`src/rtl/packet_fifo_pkg.sv`:
```
// Shared constants and unit/length types for the router packet FIFOs.
// Default geometry: 4 entries of up to 11 byte-wide units each.
package packet_fifo_pkg;

    localparam int PF_DEPTH     = 4;
    localparam int PF_WIDTH     = 11;
    localparam int PF_UWIDTH    = 8;
    localparam int PF_PTR_SZ    = 2;
    localparam int PF_PTR_IN_SZ = 4;
    localparam int PF_AF_LVL    = 3;

    typedef logic [PF_UWIDTH-1:0]    pf_unit_t;
    typedef logic [PF_PTR_IN_SZ-1:0] pf_len_t;

endpackage

```
`src/rtl/packet_fifo_mem.sv`:
```
// Packet storage: DEPTH entries of WIDTH units plus a per-entry length.
// Synchronous write, combinational (fall-through) read.
module packet_fifo_mem
    import packet_fifo_pkg::*;
#(
    parameter int DEPTH     = PF_DEPTH,
    parameter int WIDTH     = PF_WIDTH,
    parameter int UWIDTH    = PF_UWIDTH,
    parameter int PTR_SZ    = PF_PTR_SZ,
    parameter int PTR_IN_SZ = PF_PTR_IN_SZ
) (
    input  logic                 clk,
    input  logic                 unit_we,
    input  logic [PTR_SZ-1:0]    waddr,
    input  logic [PTR_IN_SZ-1:0] widx,
    input  logic [UWIDTH-1:0]    wdata,
    input  logic                 len_we,
    input  logic [PTR_IN_SZ-1:0] wlen,
    input  logic [PTR_SZ-1:0]    raddr,
    input  logic [PTR_IN_SZ-1:0] ridx,
    output logic [UWIDTH-1:0]    rdata,
    output logic [PTR_IN_SZ-1:0] rlen
);

    logic [UWIDTH-1:0]    units [DEPTH][WIDTH];
    logic [PTR_IN_SZ-1:0] lens  [DEPTH];

    always_ff @(posedge clk) begin
        if (unit_we) begin
            units[waddr][widx] <= wdata;
        end
        if (len_we) begin
            lens[waddr] <= wlen;
        end
    end

    always_comb begin
        rdata = units[raddr][ridx];
        rlen  = lens[raddr];
    end

endmodule

```
`src/rtl/packet_fifo.sv`:
```
// Packet FIFO: units are gathered into an entry and become readable only
// once the packet commits on wlast; oversize or dropped packets are discarded.
module packet_fifo
    import packet_fifo_pkg::*;
#(
    parameter int DEPTH     = PF_DEPTH,
    parameter int WIDTH     = PF_WIDTH,
    parameter int UWIDTH    = PF_UWIDTH,
    parameter int PTR_SZ    = PF_PTR_SZ,
    parameter int PTR_IN_SZ = PF_PTR_IN_SZ,
    parameter int AF_LVL    = PF_AF_LVL
) (
    input  logic                 clk,
    input  logic                 rst,
    input  logic                 wvalid,
    input  logic [UWIDTH-1:0]    wdata,
    input  logic                 wlast,
    input  logic                 wdrop,
    output logic                 wready,
    input  logic                 rready,
    output logic                 rvalid,
    output logic [UWIDTH-1:0]    rdata,
    output logic                 rlast,
    output logic [PTR_IN_SZ-1:0] rlen,
    output logic                 wfull,
    output logic                 rempty,
    output logic                 almost_full,
    output logic [PTR_SZ:0]      count,
    output logic                 werr
);

    localparam logic [PTR_SZ:0]      DEPTH_C = (PTR_SZ+1)'(DEPTH);
    localparam logic [PTR_SZ:0]      AF_C    = (PTR_SZ+1)'(AF_LVL);
    localparam logic [PTR_SZ:0]      CNT_ONE = (PTR_SZ+1)'(1);
    localparam logic [PTR_SZ-1:0]    PTR_ONE = (PTR_SZ)'(1);
    localparam logic [PTR_IN_SZ-1:0] IDX_ONE = (PTR_IN_SZ)'(1);
    localparam logic [PTR_IN_SZ-1:0] WIDTH_C = (PTR_IN_SZ)'(WIDTH);

    logic [PTR_SZ-1:0]    wptr_q, wptr_d, rptr_q, rptr_d;
    logic [PTR_IN_SZ-1:0] widx_q, widx_d, ridx_q, ridx_d;
    logic [PTR_SZ:0]      count_q, count_d;
    logic                 bad_q, bad_d;
    logic                 werr_q, werr_d;

    logic wr_acc, ovf, unit_we, commit, rd_acc, rd_done;

    always_comb begin
        wfull       = (count_q == DEPTH_C);
        wready      = !wfull;
        rempty      = (count_q == '0);
        rvalid      = !rempty;
        almost_full = (count_q >= AF_C);
        count       = count_q;
        werr        = werr_q;
        rlast       = rvalid && (ridx_q == rlen - IDX_ONE);

        wr_acc  = wvalid && wready && !wdrop;
        ovf     = (widx_q == WIDTH_C);
        unit_we = wr_acc && !ovf;
        commit  = wr_acc && wlast && !ovf && !bad_q;
        rd_acc  = rvalid && rready;
        rd_done = rd_acc && rlast;

        wptr_d  = wptr_q;
        rptr_d  = rptr_q;
        widx_d  = widx_q;
        ridx_d  = ridx_q;
        bad_d   = bad_q;
        werr_d  = 1'b0;
        count_d = count_q;

        // An overflowing unit parks widx at WIDTH; the packet then dies at its wlast.
        if (wdrop) begin
            widx_d = '0;
            bad_d  = 1'b0;
            werr_d = 1'b1;
        end else if (wr_acc) begin
            if (wlast) begin
                widx_d = '0;
                bad_d  = 1'b0;
                if (commit) begin
                    wptr_d = wptr_q + PTR_ONE;
                end else begin
                    werr_d = 1'b1;
                end
            end else if (ovf) begin
                bad_d = 1'b1;
            end else begin
                widx_d = widx_q + IDX_ONE;
            end
        end

        if (rd_acc) begin
            if (rlast) begin
                rptr_d = rptr_q + PTR_ONE;
                ridx_d = '0;
            end else begin
                ridx_d = ridx_q + IDX_ONE;
            end
        end

        case ({commit, rd_done})
            2'b10:   count_d = count_q + CNT_ONE;
            2'b01:   count_d = count_q - CNT_ONE;
            default: count_d = count_q;
        endcase
    end

    always_ff @(posedge clk or posedge rst) begin
        if (rst) begin
            wptr_q  <= '0;
            rptr_q  <= '0;
            widx_q  <= '0;
            ridx_q  <= '0;
            count_q <= '0;
            bad_q   <= 1'b0;
            werr_q  <= 1'b0;
        end else begin
            wptr_q  <= wptr_d;
            rptr_q  <= rptr_d;
            widx_q  <= widx_d;
            ridx_q  <= ridx_d;
            count_q <= count_d;
            bad_q   <= bad_d;
            werr_q  <= werr_d;
        end
    end

    packet_fifo_mem #(
        .DEPTH     (DEPTH),
        .WIDTH     (WIDTH),
        .UWIDTH    (UWIDTH),
        .PTR_SZ    (PTR_SZ),
        .PTR_IN_SZ (PTR_IN_SZ)
    ) u_mem (
        .clk     (clk),
        .unit_we (unit_we),
        .waddr   (wptr_q),
        .widx    (widx_q),
        .wdata   (wdata),
        .len_we  (commit),
        .wlen    (widx_q + IDX_ONE),
        .raddr   (rptr_q),
        .ridx    (ridx_q),
        .rdata   (rdata),
        .rlen    (rlen)
    );

endmodule
```
`config.mk`:
```
export PLATFORM = sky130hd
export DESIGN_NAME = packet_fifo
export DESIGN_NICKNAME = d
export VERILOG_FILES = /design/src/rtl/packet_fifo_pkg.sv /design/src/rtl/packet_fifo_mem.sv /design/src/rtl/packet_fifo.sv
export SDC_FILE = /design/constraint.sdc
export NUM_CORES = 1
export LEC_CHECK = 0
export ABC_AREA = 1
export ABC_CLOCK_PERIOD_IN_PS = 5450
export BUFFER_PORTS_ARGS = -buffer_cell sky130_fd_sc_hd__buf_2
export CAP_MARGIN = 40
export CELL_PAD_IN_SITES_DETAIL_PLACEMENT = 0
export CELL_PAD_IN_SITES_GLOBAL_PLACEMENT = 1
export CORE_ASPECT_RATIO = 1.5
export CORE_MARGIN = 2
export CORE_UTILIZATION = 50
export DETAILED_ROUTE_END_ITERATION = 8
export GPL_TIMING_DRIVEN = 0
export PLACE_DENSITY_LB_ADDON = 0.1
export SKIP_LAST_GASP = 1
export SLEW_MARGIN = 40
export SYNTH_ARGS = -nofsm -noshare
export SYNTH_HDL_FRONTEND = slang
export SYNTH_SLANG_ARGS = --single-unit
```
`constraint.sdc`:
```
create_clock -name clk -period 5.45 [get_ports clk]
set_input_delay 0.545 -clock clk [delete_from_list [all_inputs] [get_ports clk]]
set_output_delay 0.545 -clock clk [all_outputs]
set_load 0.05 [all_outputs]
```
==> results.cfg, run 1 <==
[power_and_ir_drop]
p_leak_nw = 6.40
peakVddDrop_mv = 0.631
p_per_area_nw_per_um2 = 532
fin_total_pwr_mw = 9.64

[floorplan]
die_y_um = 224
io-pin-count = 36
start_util_pct = 50.9
dieArea_um2 = 33900
num_rows = 80
die_w_um = 151
core_um2 = 31800

[final_layout]
multi_input_area_um2 = 4120
antenna_cells = 0
regArea_um2 = 11500
utilization_pct = 57.0
layout.nets = 1468
synthToLayoutAreaGrowth_pct = 11.9
fillers = 2767
drive_above_1_share_pct = 13.3

[setup_path]
max_stage_delay_ps = 500
worst_r2r_endpoint = count[2]
slowest_stage = clkbuf_1
crit_type = reg -> out
required_ps = 4910
worst-r2r-cell-count = 18
cp.arrival_ps = 2960
crit_path_end_kind = output pin
crit_start = rptr_q[0]
regToRegSetupSlack_ps = 2190
cp_max_fo = 10
crit_chain = buf_6 -> inv_4 -> clkbuf_1 -> o21ai_0 -> o211ai_1 -> nand3_1 -> nand2_1 -> nand3_1 -> nand2_1 -> buf_2
timing.rr.start = rptr_q[0]
crit_end = rdata[6]
cp-start-kind = flop

[grt]
grt.overflow.total = 0
antenna_found_initial = 0
grt_usage_pct = 27.4
grt_max_degree = 45
grt_pass1_wl_um = 66100
first_global_vias = 10600

[timing]
fmax_ghz = 0.286
totalNegativeSetupSlack_ps = 0
finalHoldViolCount = 0
finalCriticalPeriod_ps = 3500
min_period_over_period_pct = 64.3
max-slew-margin-rel_pct = 37.2
tightestPinTransition_ps = 942
finClkSkew_ps = 17.9
finalSetupViolCount = 0
holdWs_ps = 125
drv_slew = 0
rsz0062_at_grt = no

[clocking]
cts_sinks = 385
cts_tree = built
post_cts_resize_count = 0
cts_made_buffers = 37
clk_pin_slew_worst_paths_ps = 60
clk_path_buf_depth = 3
htreeDepth = 2
post-cts-setup-buffers = 0
clk_latency_ps = 540
cts-root-buf = clkbuf_16
cts_hold_buf = 0

[synthesis]
syn_inst = 1367
synth-seq-area-share_pct = 70.8
ys_warn_count = 0
synth_cell_types = 36
syn_area_um2 = 16200
synth_area_per_cell_um2 = 11.9
synth-seq-cells = 385
syn_nets = 1393

[status]
status = complete, no violations

[place]
gp_congestion = 0.883
portBuffers = 35
place_hpwl_um = 30200

[routing]
num_vias = 10700
drt_wl_total_um = 45400
vias_per_cell = 5.69
wire_per_inst_um = 24.1
drtAntennaViolNets = 0
dr.pass1.iters = 6
drc = 0
drtIter0Drc = 996

[flow_run]
max_cap_violations = 0

[min_path]
min_path_type = in -> async
[stage by stage]
stage	area, um^2	instances	setup WS (ps)
3_5_place_dp	16900	1812	2150
3_3_place_gp	16900	1812	2140
5_1_grt	18100	1880	1790
4_1_cts	18100	1879	1920
6_report	18100	1880	1950
2_1_floorplan	16200	1367	2620
[synth_stat cells (all sizes together)]
master | n | area (um^2)
nand4 | 2 | 12.5
o22ai | 8 | 50.1
inv | 48 | 188
dfrtp | 17 | 425
nor2 | 317 | 1210
clkbuf | 21 | 78.8
clkinv | 3 | 11.3
buf | 54 | 362
xor2 | 6 | 52.6
a22oi | 1 | 7.51
or2 | 4 | 25.0
a21oi | 24 | 139
nor3 | 2 | 26.3
o211ai | 41 | 308
nand2 | 168 | 653
o21ai | 169 | 846
edfxtp | 368 | 11100
fa | 1 | 20.0
xnor2 | 4 | 35.0
nand3 | 98 | 563
ha | 11 | 138
[cells in the final DEF, fill, tap and decap left out, types with 11 or more instances in the layout]
cell / synthesis / final
o211ai_1: 41 / 41
nand3_1: 85 / 85
a21oi_1: 19 / 19
nor2_1: 313 / 301
buf_2: 28 / 55
o21ai_0: 134 / 134
edfxtp_1: 368 / 368
ha_1: 11 / 11
inv_1: 42 / 42
buf_4: 15 / 24
nand3_2: 12 / 12
dfrtp_1: 17 / 17
o21ai_1: 35 / 35
clkbuf_1: 21 / 25
nor2_2: 2 / 14
nand2_1: 161 / 161
clkbuf_16: 0 / 39
[report_power, final]
| part | leakage, nW | switching (mW) | internal [mW] |
|---|---|---|---|
| Sequential | 3.52 | 0.0560 | 3.32 |
| Clock | 0.585 | 1.10 | 1.45 |
| Combinational | 2.29 | 2.75 | 0.962 |
[cells by family (layout without fill, tap and decap cells)]
group / Yosys count / after routing / synth area share, %
AND/OR/NAND/NOR: 591 / 591 / 15.4
XOR/XNOR: 10 / 10 / 0.541
adder cells (fa/ha/maj): 12 / 12 / 0.973
buffers and inverters: 126 / 229 / 3.95
AO/OA/AOI/OAI: 243 / 243 / 8.33
flip-flops: 385 / 385 / 70.8
[sequential cells by signal, summed over array words and instances (netlist names)]
| register | cells |
|---|---|
| count | 3 |
| rptr_q | 2 |
| u_mem.units | 352 |
| ridx_q | 4 |
| bad_q | 1 |
| widx_q | 4 |
| wptr_q | 2 |
| werr | 1 |
| u_mem.lens | 16 |
[critical path: cells and delay by family (launching register included)]
kind                   cells  cell delay, ps
flip-flops                 1             370
buffers and inverters      4            1030
AND/OR/NAND/NOR            4             530
AO/OA/AOI/OAI              2             480
[layer usage]
layer  GRT usage (%)  wire, um  up-vias
li1                -         -     4957
met1            33.5     17500     5303
met2            49.7     24100      344
met3            2.45      1940       89
met4            10.5      1770        0
met5               0         0        -
[worst min path at each step]
stage               slack, ps   from  endpoint
floorplan                 460  bad_q     bad_q
global placement          470  bad_q     bad_q
detailed placement        490  bad_q     bad_q
CTS                       130    rst  count[1]
global route              180    rst  count[2]
finish                    130    rst  count[1]
[layout make-up]
cell class / instances / area share, %
clock inverter: 22 / 1.03
multi-input combinational: 856 / 22.7
inverter: 51 / 1.10
sequential: 385 / 63.3
clock buffer: 45 / 5.51
timing repair buffer: 36 / 1.12
tap: 410 / 2.83
buffer: 75 / 2.44
Power figures use the tool's default switching activity.
==> run 2, diff against run 1 <==
--- a/config.mk
+++ b/config.mk
@@ -6,14 +6,14 @@
 export NUM_CORES = 1
 export LEC_CHECK = 0
 export ABC_AREA = 1
-export ABC_CLOCK_PERIOD_IN_PS = 5450
+export ABC_CLOCK_PERIOD_IN_PS = 2800
 export BUFFER_PORTS_ARGS = -buffer_cell sky130_fd_sc_hd__buf_2
 export CAP_MARGIN = 40
 export CELL_PAD_IN_SITES_DETAIL_PLACEMENT = 0
 export CELL_PAD_IN_SITES_GLOBAL_PLACEMENT = 1
 export CORE_ASPECT_RATIO = 1.5
 export CORE_MARGIN = 2
-export CORE_UTILIZATION = 50
+export CORE_UTILIZATION = 46
 export DETAILED_ROUTE_END_ITERATION = 8
 export GPL_TIMING_DRIVEN = 0
 export PLACE_DENSITY_LB_ADDON = 0.1
==> constraint.sdc (replaced) <==
create_clock -name clk -period 2.8 [get_ports clk]
set_input_delay 0.28 -clock clk [delete_from_list [all_inputs] [get_ports clk]]
set_output_delay 0.28 -clock clk [all_outputs]
set_load 0.05 [all_outputs]
==> run 2 against run 1 <==
The flow now finishes with violations (negative setup slack). Clock-buffer cell count down 1. Global-route usage down 1.2 points. Die area up 8.5%. Combinational power up 130%.
==> results.cfg, run 2 (synthesis results as in run 1) <==
[clocking]
cts-root-buf = clkbuf_16
htreeDepth = 2
cts_made_buffers = 37
clk_path_buf_depth = 3
cts_tree = built
clk_latency_ps = 550
cts_sinks = 385
clk_pin_slew_worst_paths_ps = 60

[setup_path]
required_ps = 2520
cp-start-kind = flop
timing.rr.start = rptr_q[0]
regToRegSetupSlack_ps = -50
worst_r2r_endpoint = count[2]
worst-r2r-cell-count = 18
crit_path_end_kind = output pin
cp.arrival_ps = 2580
cp_max_fo = 10
crit_type = reg -> out

[routing]
drt_wl_total_um = 46900
vias_per_cell = 5.41
drc = 0
drtIter0Drc = 785
wirelength_met1_um = 17900
met3WireLength_um = 2150
num_vias = 10600
wire_per_inst_um = 23.9
dr.max_layer_used = met4
drtAntennaViolNets = 0
met2_wirelength_um = 25200
dr.pass1.iters = 5

[status]
violations = negative setup slack
status = finished with violations

[final_layout]
layout.nets = 1485
utilization_pct = 54.8
final_common_cell = edfxtp_1
antenna_cells = 0
top_register = u_mem.units
largest_reg_flops = 352
synthToLayoutAreaGrowth_pct = 18.0
fin_area_um2 = 19100
drive_above_1_share_pct = 19.4
layoutNonFillerInstCount = 1960
reg_top3 = u_mem.units x352, u_mem.lens x16
final_cell_mix = edfxtp_1, nor2_1, nand2_1

[min_path]
whs_path_depth = 3
holdPathEnd = werr
hold_path.startpoint = wdrop
min_path_type = in -> reg

[grt]
grt_pass1_wl_um = 68400
antenna_found_initial = 0
first_global_vias = 10600
grt_usage_pct = 26.2
grt_max_degree = 45
grt.overflow.total = 0

[timing]
rsz0062_at_grt = yes
holdWs_ps = 75.6
tightestPinTransition_ps = 1060
max-slew-margin-rel_pct = 29.6
setup_ws_ps = -57.5
min_period_over_period_pct = 102
finalHoldViolCount = 0
finalCriticalPeriod_ps = 2860
finClkSkew_ps = 25.2
finalSetupViolCount = 8
drv_slew = 0
fmax_ghz = 0.350

[floorplan]
die_y_um = 234
num_rows = 84
start_util_pct = 46.4
dieArea_um2 = 36800
core_um2 = 34900
die_w_um = 157
io-pin-count = 36

[power_and_ir_drop]
p_leak_nw = 6.75
peakVddDrop_mv = 1.00
p_per_area_nw_per_um2 = 1080

[place]
placed_area_um2 = 17000
dp_cells = 1876
gp_congestion = 0.887
portBuffers = 35
place_hpwl_um = 31300

[flow_run]
max_cap_violations = 0
==> run 2: cell count changes in the layout (fill, tap and decap cells not counted), moves of 11 or more <==
cell and delta:
buf_4 +13, nor2_1 -23, nand3_2 +12, o21ai_1 +20
clkbuf_1 -14, o21ai_0 -23, buf_2 -28, buf_6 +11
nor2_2 +18, nand3_1 -12, nand2_1 -11
==> run 2: power breakdown <==
group	total, mW	internal [mW]	switching, mW
Clock	5.55	3.38	2.17
Combinational	8.59	2.79	5.79
Sequential	6.59	6.46	0.126
==> run 2: worst max path at each step <==
stage,start,to,slack (ps)
6_report,rptr_q[0],rdata[0],-60
5_1_grt,rptr_q[0],count[2],-210
4_1_cts,rptr_q[1],rdata[6],-70
3_5_place_dp,rptr_q[0],count[2],-480
3_3_place_gp,rptr_q[0],count[2],-470
2_1_floorplan,rptr_q[0],count[2],-20
==> run 2: what timing repair did <==
action                                  4_1_cts  5_1_grt
cloned                                        1        0
pin swaps                                    20       20
hold buffers                                  2        0
setup buffers                                10        3
resized for setup                           135       69
endpoints found under the setup margin       11      179
hold endpoints to repair                     18        0
==> run 2: metal layers <==
| metal | global-route usage (%) | vias to the layer above |
|---|---|---|
| met2 | 48.3 | 336 |
| met4 | 9.63 | 0 |
| met1 | 31.1 | 5182 |
| li1 | - | 4991 |
| met5 | 0 | - |
| met3 | 3.33 | 97 |
==> run 2: critical path, cell delays in order (launching register included) <==
cell,delay [ps]
dfrtp_1,340
buf_6,170
clkinv_8,90
buf_8,140
buf_4,190
o21ai_0,270
nand3_1,190
nand3_2,160
nand2_1,80
nand3_1,150
nand2_1,100
buf_6,160
==> run 2: stage by stage <==
step,total power [mW],setup WS (ps),setup TNS (ps)
2_1_floorplan,11.3,-21.0,-21.0
3_3_place_gp,13.9,-470,-3710
3_5_place_dp,14.0,-483,-764
4_1_cts,20.4,-65.5,-380
5_1_grt,21.6,-206,-1350
6_report,20.7,-57.5,-271
==> run 2: final cells by class <==
type | instances | area, um^2
inverters | 51 | 216
flip-flops and latches | 385 | 11500
well taps | 473 | 592
clock buffers | 44 | 995
multi-input cells | 856 | 4360
fillers | 3081 | 15800
plain buffers | 75 | 668
clock inverters | 23 | 344
repair buffers | 53 | 469
